===== config.mk =====
export PLATFORM = sky130hd
export DESIGN_NAME = mem_request_router
export DESIGN_NICKNAME = d
export VERILOG_FILES = /design/src/rtl/mem_request_router.sv
export SDC_FILE = /design/constraint.sdc
export NUM_CORES = 1
export LEC_CHECK = 0
export CAP_MARGIN = 0
export CORE_ASPECT_RATIO = 1.25
export CORE_MARGIN = 2
export CORE_UTILIZATION = 52
export CTS_CLUSTER_SIZE = 24
export DETAILED_ROUTE_END_ITERATION = 10
export HOLD_SLACK_MARGIN = 0.02
export PLACE_DENSITY = 0.86
export SYNTH_ARGS = -nofsm -noshare
export SYNTH_HDL_FRONTEND = slang
export SYNTH_SLANG_ARGS = --single-unit

===== constraint.sdc =====
create_clock -name clk -period 8.18 [get_ports clk]
set_clock_uncertainty 0.1 [all_clocks]
set_input_delay 0.818 -clock clk [delete_from_list [all_inputs] [get_ports clk]]
set_output_delay 0.818 -clock clk [all_outputs]
set_load 0.1 [all_outputs]

===== src/rtl/mem_request_router.sv =====
// Request-side router: buffers CPU load/store requests, decodes the head entry into one
// of three memory regions, strobes the selected memory and registers the read-mux select.
module mem_request_router #(
    parameter int unsigned ADDR_W = 32,
    parameter int unsigned DATA_W = 32,
    parameter int unsigned DEPTH = 2,
    parameter logic [ADDR_W-1:0] BASE_2 = ADDR_W'(32'h0000_1000),
    parameter logic [ADDR_W-1:0] BASE_3 = ADDR_W'(32'h0000_2000),
    parameter logic [ADDR_W-1:0] LIMIT_3 = ADDR_W'(32'h0000_3000)
) (
    input  logic              clk,
    input  logic              rst_n,
    input  logic              ReqValid,
    output logic              ReqReady,
    input  logic              ReqWrite,
    input  logic [ADDR_W-1:0] ReqAddress,
    input  logic [DATA_W-1:0] ReqWriteData,
    input  logic              MemReady_1,
    input  logic              MemReady_2,
    input  logic              MemReady_3,
    output logic [ADDR_W-1:0] Address,
    output logic [DATA_W-1:0] WriteData,
    output logic              WriteEnable_1,
    output logic              WriteEnable_2,
    output logic              WriteEnable_3,
    output logic              ReadEnable_1,
    output logic              ReadEnable_2,
    output logic              ReadEnable_3,
    output logic [1:0]        MemorySelector,
    output logic              ReadValid,
    output logic              AddrFault
);

    localparam int unsigned PTR_W = $clog2(DEPTH);
    localparam int unsigned CNT_W = PTR_W + 1;

    typedef enum logic [1:0] {
        REGION_1     = 2'b00,
        REGION_2     = 2'b01,
        REGION_3     = 2'b10,
        REGION_FAULT = 2'b11
    } region_e;

    logic              fifo_write [DEPTH];
    logic [ADDR_W-1:0] fifo_addr  [DEPTH];
    logic [DATA_W-1:0] fifo_data  [DEPTH];

    logic [PTR_W-1:0] wr_ptr;
    logic [PTR_W-1:0] rd_ptr;
    logic [CNT_W-1:0] count;

    logic              full;
    logic              empty;
    logic              push;
    logic              pop;
    logic              head_write;
    logic [ADDR_W-1:0] head_addr;
    logic [DATA_W-1:0] head_data;
    region_e           head_region;
    logic              head_fault;
    logic              target_ready;
    logic              strobe_fire;

    assign full     = (count == CNT_W'(DEPTH));
    assign empty    = (count == '0);
    assign ReqReady = !full;
    assign push     = ReqValid && !full;

    assign head_write = fifo_write[rd_ptr];
    assign head_addr  = fifo_addr[rd_ptr];
    assign head_data  = fifo_data[rd_ptr];

    // Storage needs no reset: the count alone decides which entries are live.
    always_ff @(posedge clk) begin
        if (push) begin
            fifo_write[wr_ptr] <= ReqWrite;
            fifo_addr[wr_ptr]  <= ReqAddress;
            fifo_data[wr_ptr]  <= ReqWriteData;
        end
    end

    always_ff @(posedge clk or negedge rst_n) begin
        if (!rst_n) begin
            wr_ptr <= '0;
            rd_ptr <= '0;
            count  <= '0;
        end else begin
            if (push) begin
                wr_ptr <= wr_ptr + PTR_W'(1);
            end
            if (pop) begin
                rd_ptr <= rd_ptr + PTR_W'(1);
            end
            count <= count + CNT_W'(push) - CNT_W'(pop);
        end
    end

    always_comb begin
        if (head_addr < BASE_2) begin
            head_region = REGION_1;
        end else if (head_addr < BASE_3) begin
            head_region = REGION_2;
        end else if (head_addr < LIMIT_3) begin
            head_region = REGION_3;
        end else begin
            head_region = REGION_FAULT;
        end
    end

    assign head_fault = (head_region == REGION_FAULT);

    always_comb begin
        target_ready = 1'b0;
        case (head_region)
            REGION_1: target_ready = MemReady_1;
            REGION_2: target_ready = MemReady_2;
            REGION_3: target_ready = MemReady_3;
            default:  target_ready = 1'b0;
        endcase
    end

    // Fault entries never strobe a memory but still leave the FIFO.
    assign strobe_fire = !empty && !head_fault && target_ready;
    assign pop         = !empty && (head_fault || target_ready);

    always_comb begin
        Address       = '0;
        WriteData     = '0;
        WriteEnable_1 = 1'b0;
        WriteEnable_2 = 1'b0;
        WriteEnable_3 = 1'b0;
        ReadEnable_1  = 1'b0;
        ReadEnable_2  = 1'b0;
        ReadEnable_3  = 1'b0;
        if (!empty) begin
            Address   = head_addr;
            WriteData = head_data;
        end
        if (strobe_fire) begin
            WriteEnable_1 = head_write  && (head_region == REGION_1);
            WriteEnable_2 = head_write  && (head_region == REGION_2);
            WriteEnable_3 = head_write  && (head_region == REGION_3);
            ReadEnable_1  = !head_write && (head_region == REGION_1);
            ReadEnable_2  = !head_write && (head_region == REGION_2);
            ReadEnable_3  = !head_write && (head_region == REGION_3);
        end
    end

    // Select and valid are registered so they meet the synchronous memory read data.
    always_ff @(posedge clk or negedge rst_n) begin
        if (!rst_n) begin
            MemorySelector <= 2'b00;
            ReadValid      <= 1'b0;
            AddrFault      <= 1'b0;
        end else begin
            ReadValid <= pop && !head_write;
            AddrFault <= pop && head_fault;
            if (pop && !head_write) begin
                MemorySelector <= head_region;
            end
        end
    end

endmodule


# Word-level counts from Yosys, hierarchy flattened
# Memory sizes are Yosys's and may differ from the RTL's.
# Cells that the tools add are included.
# word_totals
regBits,8
latchBits,0
mem_bits_rw,130
mem_bits_ro,0
inputBits,71
output_inout_bits,75
wordCells,53
n_memories,3
# memory_table
memory,depth,word_bits,rd,rd_ports_with_merged_regs,wr,line,rtl
fifo_addr,2,32,1,0,1,45,logic [ADDR_W-1:0] fifo_addr [DEPTH];
fifo_data,2,32,1,0,1,46,logic [DATA_W-1:0] fifo_data [DEPTH];
fifo_write,2,1,1,0,1,44,logic fifo_write [DEPTH];
# classes
n_addsub,4
n_mul,0
div,0
n_lt_le_gt_ge,3
eq_ne,4
shifts,0
n_mux,14
n_bitwise,0
n_reduce_logical,19
# ops
operator,count
"32-bit by 14-bit less-than comparator with 1-bit output, second input constant",2
32-bit two-way mux,2
"32-bit by 13-bit less-than comparator with 1-bit output, second input constant",1
1-bit logical AND,12
1-bit two-way mux,9
"2-bit equality test, second input constant",3
1-bit logical NOT,4
2-bit logical NOT,2
2-bit two-way mux,2
1-bit case mux with 3 select lines,1
"1-bit adder, second input constant",2
2-bit by 1-bit adder with 2-bit output,1
"2-bit by 1-bit equality test with 1-bit output, second input constant",1
2-bit by 1-bit subtractor with 2-bit output,1
1-bit logical OR,1

# Depth between registers and ports, before layout
# Gate-level depths: netlist of the first run.
# An unclocked memory read counts as a cell.
# logic_depth
depth_word,10
ltp_mapped,12
ltp_nobuf,11

# Worst setup path after synthesis of the first run
# No wires, ideal clock.
# synth_path
path_type,register to register
start,reg count[0]
end,mem fifo_addr[0][0] (enable)
setup_ps,489
arrival_ps,4210
required_ps,7591
path_slack_ps,3381
path_stages_with_launch,4
n_path_buf,0
period_less_slack_ps,4799
path_cell_list,dfrtp_1 -> nand2b_1 -> nand2_1 -> nor2_1
# synth_via
elab_chain_cells,5
# synth_lines
element,line,rtl
start: declaration,50,logic [CNT_W-1:0] count;
start signal: assignment,94,count <= count + CNT_W'(push) - CNT_W'(pop);
2-bit equality test,64,assign full = (count == CNT_W'(DEPTH));
1-bit logical NOT,--,
named net ReqReady,14,"output logic ReqReady,"
1-bit logical AND,67,assign push = ReqValid && !full;
1-bit two-way mux,75,if (push) begin
1-bit two-way mux (not written as such),77,fifo_addr[wr_ptr] <= ReqAddress;
end: declaration,45,
# The timed path passes the listed nets, and every way through them passes these cells.

# Worst setup path after layout of the first run
# layout_path
start,reg rd_ptr
end,out WriteEnable_2
# layout_via
elab_chain_cells,10
elab_cells_between_ends,18
cone_classes,order compare (3); eq/ne (3); mux (5); reduce/logical (5); memory (2)
# layout_lines
element,line,rtl
start: declaration,49,logic [PTR_W-1:0] rd_ptr;
start signal: assignment,92,rd_ptr <= rd_ptr + PTR_W'(1);
"parallel branches: the longest is 9 deep, another holds memory 2 x 32 bit",--,
1-bit two-way mux *,139,if (strobe_fire) begin
end: declaration,24,"output logic WriteEnable_2,"
# Every way passes the cells marked *.

==> impl_metrics.tcl, run 1 <==
set metrics [dict create \
    holdBufCountCts 0 \
    met3_length_um 725 \
    std_cell_rows 41 \
    r2r-start "rd_ptr" \
    dieWidth_um 95.49 \
    die_h_um 118.4 \
    relSlewSlack_pct 20.20 \
    grt_max_degree 74 \
    maxCapViolations 0 \
    routed-wl-met2_um 6196 \
    drc 0 \
    whs_endpoint "MemorySelector[0]" \
    yosys_warnings 0 \
    critPathKind "register to output port" \
    cp-end-kind "output port" \
    drt_iter0_markers 244 \
    cts_setup_buffers 0 \
    nets 566 \
    clkSlewWorstSetupHoldPaths_ns 0.05 \
    ant_nets 0 \
    r2r_setup_slack_ns 4.48 \
    cts_tree "built" \
    avgRoutedWirePerCell_um 17.39 \
    cts_root_buffer "clkbuf_16" \
    fin_tns_setup_ns 0 \
    dp_hpwl_um 7166 \
    r2r_end "count[1]" \
    htreeDepth 4 \
    grt.overflow.total 0 \
    finalSetupViolations 0 \
    rr_worst_depth 11 \
    worstPathArrival_ns 4.01 \
    cts.sinks 138 \
    timing.fmax_ghz 0.2029 \
    die_area_um2 11300 \
    avgViaCountPerCell 5.254 \
    cp.required_ns 7.26 \
    vias 3336 \
    cp_slowest_stage_delay_ns 1.23 \
    status "finished clean" \
    syn_inst 341 \
    period_needed_ns 4.928 \
    numPortBuffers 145 \
    finalHoldViolations 0 \
    grt_pass1_wl_um 17090 \
    antenna_cells 0 \
    crit_fanout 73 \
    synth_edf_count 130 \
    antenna_found_initial 0 \
    synth_fp_nets 414 \
    wl_met1_um 3980 \
    clkLatencyLatePin_ns 0.40 \
    cp-start-kind "register" \
    yosys_register_bits 138 \
    crit_slowest_cell "dfrtp_4" \
    grt_pass1_vias 3498 \
    yosysUniqueCellTypes 32 \
    drt_wl_total_um 11040 \
    worst_slew_pin_slew_ns 1.197 \
    drv_slew 0 \
    finalCritPeriodShare_pct 60.24 \
    floorplan.initialDensity_pct 53.56 \
    cts_resized 0 \
    cts_buffers 17 \
    drive_above_1_share_pct 8.103 \
    synthArstFlopShare_pct 5.797 \
    hold_class "register to register" \
    seq_area_frac_synth_pct 75.44 \
    drt_first_pass_iters 4 \
    grtUsageTotal_pct 20.50 \
    min_path_cells 1 \
    syn-cell-area_um2 5440 \
    gp_congestion 0.7845 \
    cp_cell_sequence "nor4b_1, a31oi_1, or3b_2, nor2_1, clkdlybuf4s50_1" \
    rsz0062_at_grt "no" \
    syn-mean-instance-area_um2 15.95 \
    synth_flop_cell "edfxtp_1" \
    pin_count 146 \
    topRoutingLayerUsed "met4" \
    syn_to_final_growth_pct 39.58 \
    cts_buffer_depth 2 \
    core_region_area_um2 10160 \
    min_from "MemorySelector[0]" \
]
routing by layer:
metal | vias to the layer above | GRT usage (%)
met4 | 0 | 8.214
li1 | 1583 | -
met3 | 8 | 6.437
met2 | 115 | 36.36
met5 | - | 0
met1 | 1630 | 22.28
sequential cells by signal, indices dropped and copies added (netlist names):
signal          cells
rd_ptr              1
ReadValid           1
fifo_addr          64
wr_ptr              1
fifo_write          2
MemorySelector      2
AddrFault           1
fifo_data          64
count               2
worst max-delay path by stage:
stage,cells after the start,from,endpoint,slack [ns]
floorplan,3,count[0],fifo_addr[0][0],3.38
global placement,5,rd_ptr,WriteEnable_2,3.74
detailed placement,5,rd_ptr,WriteEnable_2,3.67
CTS,5,rd_ptr,WriteEnable_2,3.22
global route,5,rd_ptr,ReadEnable_3,3.08
finish,5,rd_ptr,WriteEnable_2,3.25
layout make-up:
type                       instances  area, um^2
timing repair buffer             148        1474
clock inverter                     6       31.28
fill                             619        2564
sequential                       138        4108
inverter                           3       11.26
multi-input combinational        185        1276
tap                              129       161.4
clock buffer                      26       531.8
synth_stat cells (2+ instances only):
library cell | n | area, um^2
nor3_1 | 3 | 15.01
a21oi_1 | 3 | 15.01
mux2i_1 | 64 | 640.6
ha_1 | 2 | 25.02
nor2_1 | 78 | 292.8
edfxtp_1 | 130 | 3904
inv_1 | 3 | 11.26
nand2_1 | 3 | 11.26
buf_1 | 9 | 33.78
dfrtp_1 | 8 | 200.2
clkbuf_1 | 4 | 15.01
mux2_2 | 2 | 22.52
nor4_2 | 2 | 25.02
o32a_1 | 2 | 20.02
xnor2_1 | 4 | 35.03
a22oi_1 | 3 | 22.52
nand2b_1 | 2 | 12.51
nor4_1 | 5 | 31.28
cell usage in the layout, fill, tap and decap left out, types with 2 or more instances in the layout:
master / count
clkbuf_1: 4
dfrtp_1: 7
nand2_1: 3
clkbuf_8: 3
nor3_1: 3
nor2_4: 2
clkbuf_16: 19
a21oi_1: 3
edfxtp_1: 130
nor4_1: 5
o32a_1: 2
xnor2_1: 4
clkinv_2: 5
ha_1: 2
mux2i_1: 64
nand2b_1: 2
a22oi_1: 3
buf_4: 3
clkdlybuf4s50_1: 145
nor2_1: 76
inv_1: 3
mux2_2: 2
nor4_2: 2
stage by stage:
stage	utilization (%)	hold WS [ns]	cell area [um^2]	cells	worst slack, ns
finish	74.76	0.4035	7594	635	3.253
global route	74.76	0.4230	7594	635	3.084
CTS	74.76	0.4118	7594	635	3.223
detailed placement	69.22	0.4000	7030	603	3.675
global placement	69.22	0.4016	7030	603	3.741
floorplan	-	0.3608	5440	341	3.381
worst max-delay path: cells and delay by family, from the launching register on:
| family | cells | cell delay [ns] |
|---|---|---|
| AO/OA/AOI/OAI | 1 | 0.25 |
| buffers and inverters | 1 | 1.14 |
| flip-flops | 1 | 1.23 |
| AND/OR/NAND/NOR | 3 | 0.99 |
cell families (layout without fill, tap and decap cells):
| family | Yosys count | after routing | synth area share, % |
|---|---|---|---|
| DFF | 138 | 138 | 75.44 |
| and+or+nand+nor | 100 | 100 | 8.119 |
| muxes | 66 | 66 | 12.19 |
| buffers and inverters | 18 | 183 | 1.403 |
| AOI/OAI and AO/OA | 13 | 13 | 1.748 |
| xor gates and xnor gates | 4 | 4 | 0.6439 |
| adders and majority gates | 2 | 2 | 0.4599 |
Power of run 1 is left out: the tool's default activity adds up to more than one toggle a clock period on the data nets, which glitch-free logic cannot reach.
==> run 2, diff against run 1 <==
--- a/config.mk
+++ b/config.mk
@@ -8,11 +8,11 @@
 export CAP_MARGIN = 0
 export CORE_ASPECT_RATIO = 1.25
 export CORE_MARGIN = 2
-export CORE_UTILIZATION = 52
+export CORE_UTILIZATION = 48
 export CTS_CLUSTER_SIZE = 24
 export DETAILED_ROUTE_END_ITERATION = 10
 export HOLD_SLACK_MARGIN = 0.02
-export PLACE_DENSITY = 0.86
+export PLACE_DENSITY = 0.8
 export SYNTH_ARGS = -nofsm -noshare
 export SYNTH_HDL_FRONTEND = slang
 export SYNTH_SLANG_ARGS = --single-unit
==> constraint.sdc (replaced) <==
create_clock -name clk -period 4.9 [get_ports clk]
set_clock_uncertainty 0.1 [all_clocks]
set_input_delay 0.49 -clock clk [delete_from_list [all_inputs] [get_ports clk]]
set_output_delay 0.49 -clock clk [all_outputs]
set_load 0.1 [all_outputs]
==> impl_metrics.tcl, run 2 (synthesized netlist as in run 1, its figures left out) <==
set metrics [dict create \
    holdWs_ns 0.2585 \
    cts_setup_buffers 0 \
    rr_worst_depth 11 \
    drc 0 \
    syn_to_final_growth_pct 40.64 \
    std_cell_rows 43 \
    cts_buffer_depth 2 \
    crit_fanout 59 \
    grt_use_met2_pct 32.94 \
    maxCapViolations 0 \
    cts_root_buffer "clkbuf_16" \
    status "finished clean" \
    vias 3302 \
    worst_slack_ns 1.005 \
    cp_slowest_stage_delay_ns 1.14 \
    drt_wl_total_um 11190 \
    final_cell_mix "139 x clkdlybuf4s50_1, 130 x edfxtp_1, 76 x nor2_1" \
    crit_slowest_cell "clkdlybuf4s50_1" \
    finalHoldViolations 0 \
    clkLatencyLatePin_ns 0.41 \
    dp_hpwl_um 7618 \
    antenna_cells 0 \
    r2r_setup_slack_ns 1.46 \
    drt_first_pass_iters 4 \
    cts_buffers 17 \
    cp_cell_sequence "buf_4, mux2i_1, nor2_1, clkdlybuf4s50_1" \
    grt_pass1_wl_um 17060 \
    cp-start-kind "register" \
    dieWidth_um 99.22 \
    drv_slew 0 \
    r2r-start "rd_ptr" \
    critPathKind "register to output port" \
    period_needed_ns 3.895 \
    grt_max_degree 60 \
    cts_resized 0 \
    grtUsageTotal_pct 18.64 \
    grt.busiest_layer "met2" \
    fin_tns_setup_ns 0 \
    holdBufCountCts 0 \
    use_met3_pct 5.653 \
    pin_count 146 \
    numPortBuffers 145 \
    core_region_area_um2 11080 \
    hold_class "input port to asynchronous set/reset pin" \
    grt.overflow.total 0 \
    reg_top3 "fifo_addr (64), fifo_data (64)" \
    worstPathArrival_ns 3.31 \
    avgViaCountPerCell 5.135 \
    cp.required_ns 4.31 \
    cts_tree "built" \
    timing.fmax_ghz 0.2567 \
    die_area_um2 12210 \
    clkSlewWorstSetupHoldPaths_ns 0.05 \
    htreeDepth 4 \
    grt_pass1_vias 3486 \
    r2r_end "count[1]" \
    finalSetupViolations 0 \
    cp-end-kind "output port" \
    gp_congestion 0.8008 \
    antenna_found_initial 1 \
    cts.sinks 138 \
    drive_above_1_share_pct 9.843 \
    rsz0062_at_grt "no" \
    drt_iter0_markers 137 \
    die_h_um 123.0 \
    ant_nets 0 \
    finalCritPeriodShare_pct 79.50 \
    avgRoutedWirePerCell_um 17.40 \
    floorplan.initialDensity_pct 49.09 \
    nets 569 \
    worst_slew_pin_slew_ns 1.238 \
    layout_commonest_cell "clkdlybuf4s50_1" \
    dpl_worst_slack_ns 1.448 \
    relSlewSlack_pct 17.27 \
    use_met1_pct 20.97 \
]
-- run 2: stage by stage --
step | cell area (um^2) | utilization, % | instances
2_1_floorplan | 5440 | - | 341
3_3_place_gp | 7046 | 63.57 | 612
3_5_place_dp | 7046 | 63.57 | 612
4_1_cts | 7651 | 69.03 | 643
5_1_grt | 7651 | 69.03 | 643
6_report | 7651 | 69.03 | 643
-- run 2: how the worst max path moves through the flow --
stage	depth (start not counted)	to	from	slack, ns
3_5_place_dp	4	WriteData[15]	rd_ptr	1.45
5_1_grt	4	WriteData[21]	rd_ptr	0.87
4_1_cts	4	WriteData[15]	rd_ptr	1.0
6_report	4	WriteData[15]	rd_ptr	1.00
2_1_floorplan	3	fifo_addr[0][0]	count[0]	0.10
3_3_place_gp	4	WriteData[26]	rd_ptr	1.51
-- run 2: cell type report --
cell class	count	area, um^2
Timing Repair Buffer	151	1481
Clock inverter	14	180.2
Multi-Input combinational cell	185	1276
Fill cell	775	3432
Sequential cell	138	4108
Tap cell	135	168.9
Inverter	3	11.26
Clock buffer	17	425.4
-- run 2: layer usage --
| metal | share of wire [%] | routed length (um) |
|---|---|---|
| met5 | 0 | 0 |
| met4 | 2.0 | 221 |
| met3 | 5.5 | 616 |
| met2 | 53 | 5976 |
| met1 | 39 | 4371 |
-- run 2: critical path, delay by kind of cell, from the launching register on --
kind / cells / cell delay, ns
buffers and inverters: 2 / 1.55
AND/OR/NAND/NOR: 1 / 0.10
multiplexers: 1 / 0.15
flip-flops: 1 / 1.06
Power of run 2 is left out for the same reason.
==> run 3, diff against run 2 <==
--- a/config.mk
+++ b/config.mk
@@ -8,11 +8,11 @@
 export CAP_MARGIN = 0
 export CORE_ASPECT_RATIO = 1.25
 export CORE_MARGIN = 2
-export CORE_UTILIZATION = 48
+export CORE_UTILIZATION = 44
 export CTS_CLUSTER_SIZE = 24
 export DETAILED_ROUTE_END_ITERATION = 10
 export HOLD_SLACK_MARGIN = 0.02
-export PLACE_DENSITY = 0.8
+export PLACE_DENSITY = 0.78
 export SYNTH_ARGS = -nofsm -noshare
 export SYNTH_HDL_FRONTEND = slang
 export SYNTH_SLANG_ARGS = --single-unit
==> constraint.sdc (replaced) <==
create_clock -name clk -period 3.55 [get_ports clk]
set_clock_uncertainty 0.1 [all_clocks]
set_input_delay 0.355 -clock clk [delete_from_list [all_inputs] [get_ports clk]]
set_output_delay 0.355 -clock clk [all_outputs]
set_load 0.1 [all_outputs]
==> impl_metrics.tcl, run 3 (synthesized netlist as in run 1, its figures left out) <==
set metrics [dict create \
    hold_class "input port to asynchronous set/reset pin" \
    numPortBuffers 145 \
    finalHoldViolations 0 \
    drive_above_1_share_pct 23.09 \
    period_needed_ns 3.197 \
    drt_iter0_markers 164 \
    reg_top3 "fifo_addr (64), fifo_data (64)" \
    clkLatencyLatePin_ns 0.40 \
    cts_buffers 17 \
    grt_max_degree 66 \
    syn_to_final_growth_pct 39.28 \
    crit_slowest_cell "dfrtp_4" \
    cp_cell_sequence "nor4_2, nand4_1, nor4_2, a31oi_1, or3_4, nor3_1, buf_12" \
    cp_slowest_stage_delay_ns 0.60 \
    cp-end-kind "output port" \
    gp_congestion 0.9122 \
    timing.fmax_ghz 0.3128 \
    rsz0062_at_grt "no" \
    worst_slew_pin_slew_ns 0.9758 \
    vias 3375 \
    relSlewSlack_pct 34.74 \
    drt_first_pass_iters 5 \
    maxCapViolations 0 \
    drv_slew 0 \
    crit_fanout 20 \
    antenna_cells 0 \
    path_delay_family "simple AND/OR/NAND/NOR gates" \
    status "finished clean" \
    layout_commonest_cell "edfxtp_1" \
    nets 571 \
    final_util_pct 62.59 \
    std_cell_rows 45 \
    die_area_um2 13280 \
    clkSlewWorstSetupHoldPaths_ns 0.06 \
    cts_setup_buffers 0 \
    finalCritPeriodShare_pct 90.04 \
    grt.overflow.total 0 \
    crit_top_cell "nor4_2" \
    finalSetupViolations 0 \
    final_cell_mix "130 x edfxtp_1, 76 x nor2_1, 75 x clkdlybuf4s50_1" \
    htreeDepth 4 \
    die_h_um 128.3 \
    grt_pass1_wl_um 17540 \
    drt_wl_total_um 11530 \
    cts_resized 0 \
    grt_pass1_vias 3514 \
    dieWidth_um 103.5 \
    fin_tns_setup_ns 0 \
    cp.required_ns 3.09 \
    pin_count 146 \
    cts_buffer_depth 2 \
    core_region_area_um2 12110 \
    avgViaCountPerCell 5.000 \
    cts_tree "built" \
    floorplan.initialDensity_pct 44.94 \
    critPathBufInv 1 \
    grtUsageTotal_pct 17.90 \
    ant_nets 0 \
    holdBufCountCts 0 \
    holdWs_ns 0.1333 \
    avgRoutedWirePerCell_um 17.08 \
    worstPathArrival_ns 2.74 \
    cts_root_buffer "clkbuf_16" \
    cp-start-kind "register" \
    antenna_found_initial 0 \
    dp_hpwl_um 8022 \
    critPathKind "register to output port" \
    cts.sinks 138 \
    drc 0 \
]
-- run 3: final timing paths --
| path | from | end | slack, ns | cells past startpoint |
|---|---|---|---|---|
| setup / recovery | rd_ptr | ReadEnable_3 | 0.35 | 7 |
| hold / removal | rst_n | wr_ptr | 0.13 | 1 |
| setup reg to reg | rd_ptr | count[1] | 0.64 | 11 |
| hold reg to reg | MemorySelector[1] | MemorySelector[1] | 0.40 | 1 |
| max in group asynchronous | rst_n | rd_ptr | 2.91 | 1 |
| min in group clk | MemorySelector[1] | MemorySelector[1] | 0.40 | 1 |
-- run 3: area by class of cell --
| type | count | area, um^2 |
|---|---|---|
| fillers | 896 | 4528 |
| flip-flops and latches | 138 | 4108 |
| clock buffers | 18 | 429.2 |
| clock inverters | 14 | 123.9 |
| repair buffers | 153 | 1424 |
| multi-input cells | 185 | 1276 |
| well taps | 164 | 205.2 |
| inverters | 3 | 11.26 |
-- run 3: stage by stage --
| step | instances | area [um^2] | setup slack, ns |
|---|---|---|---|
| global placement | 643 | 7024 | 0.7892 |
| global route | 675 | 7577 | 0.1351 |
| CTS | 675 | 7577 | 0.3288 |
| detailed placement | 643 | 7024 | 0.6830 |
| finish | 675 | 7577 | 0.3534 |
| floorplan | 341 | 5448 | -0.4636 |
-- run 3: per-layer routing --
layer | global-route usage (%) | wire length (um) | up-vias
li1 | - | - | 1594
met3 | 5.998 | 825 | 12
met1 | 20.83 | 4713 | 1645
met4 | 6.889 | 97 | 0
met2 | 30.32 | 5891 | 124
met5 | 0 | 0 | -
-- run 3: worst reg2reg max path: stages (launching register included) --
cell,delay (ns)
dfrtp_4,0.60
nor4_2,0.29
nand4_1,0.15
nor4_2,0.16
a31oi_1,0.15
o32ai_1,0.47
inv_1,0.09
ha_1,0.28
inv_1,0.04
ha_1,0.18
xnor2_1,0.19
xnor2_1,0.14
Power of run 3 is left out for the same reason.
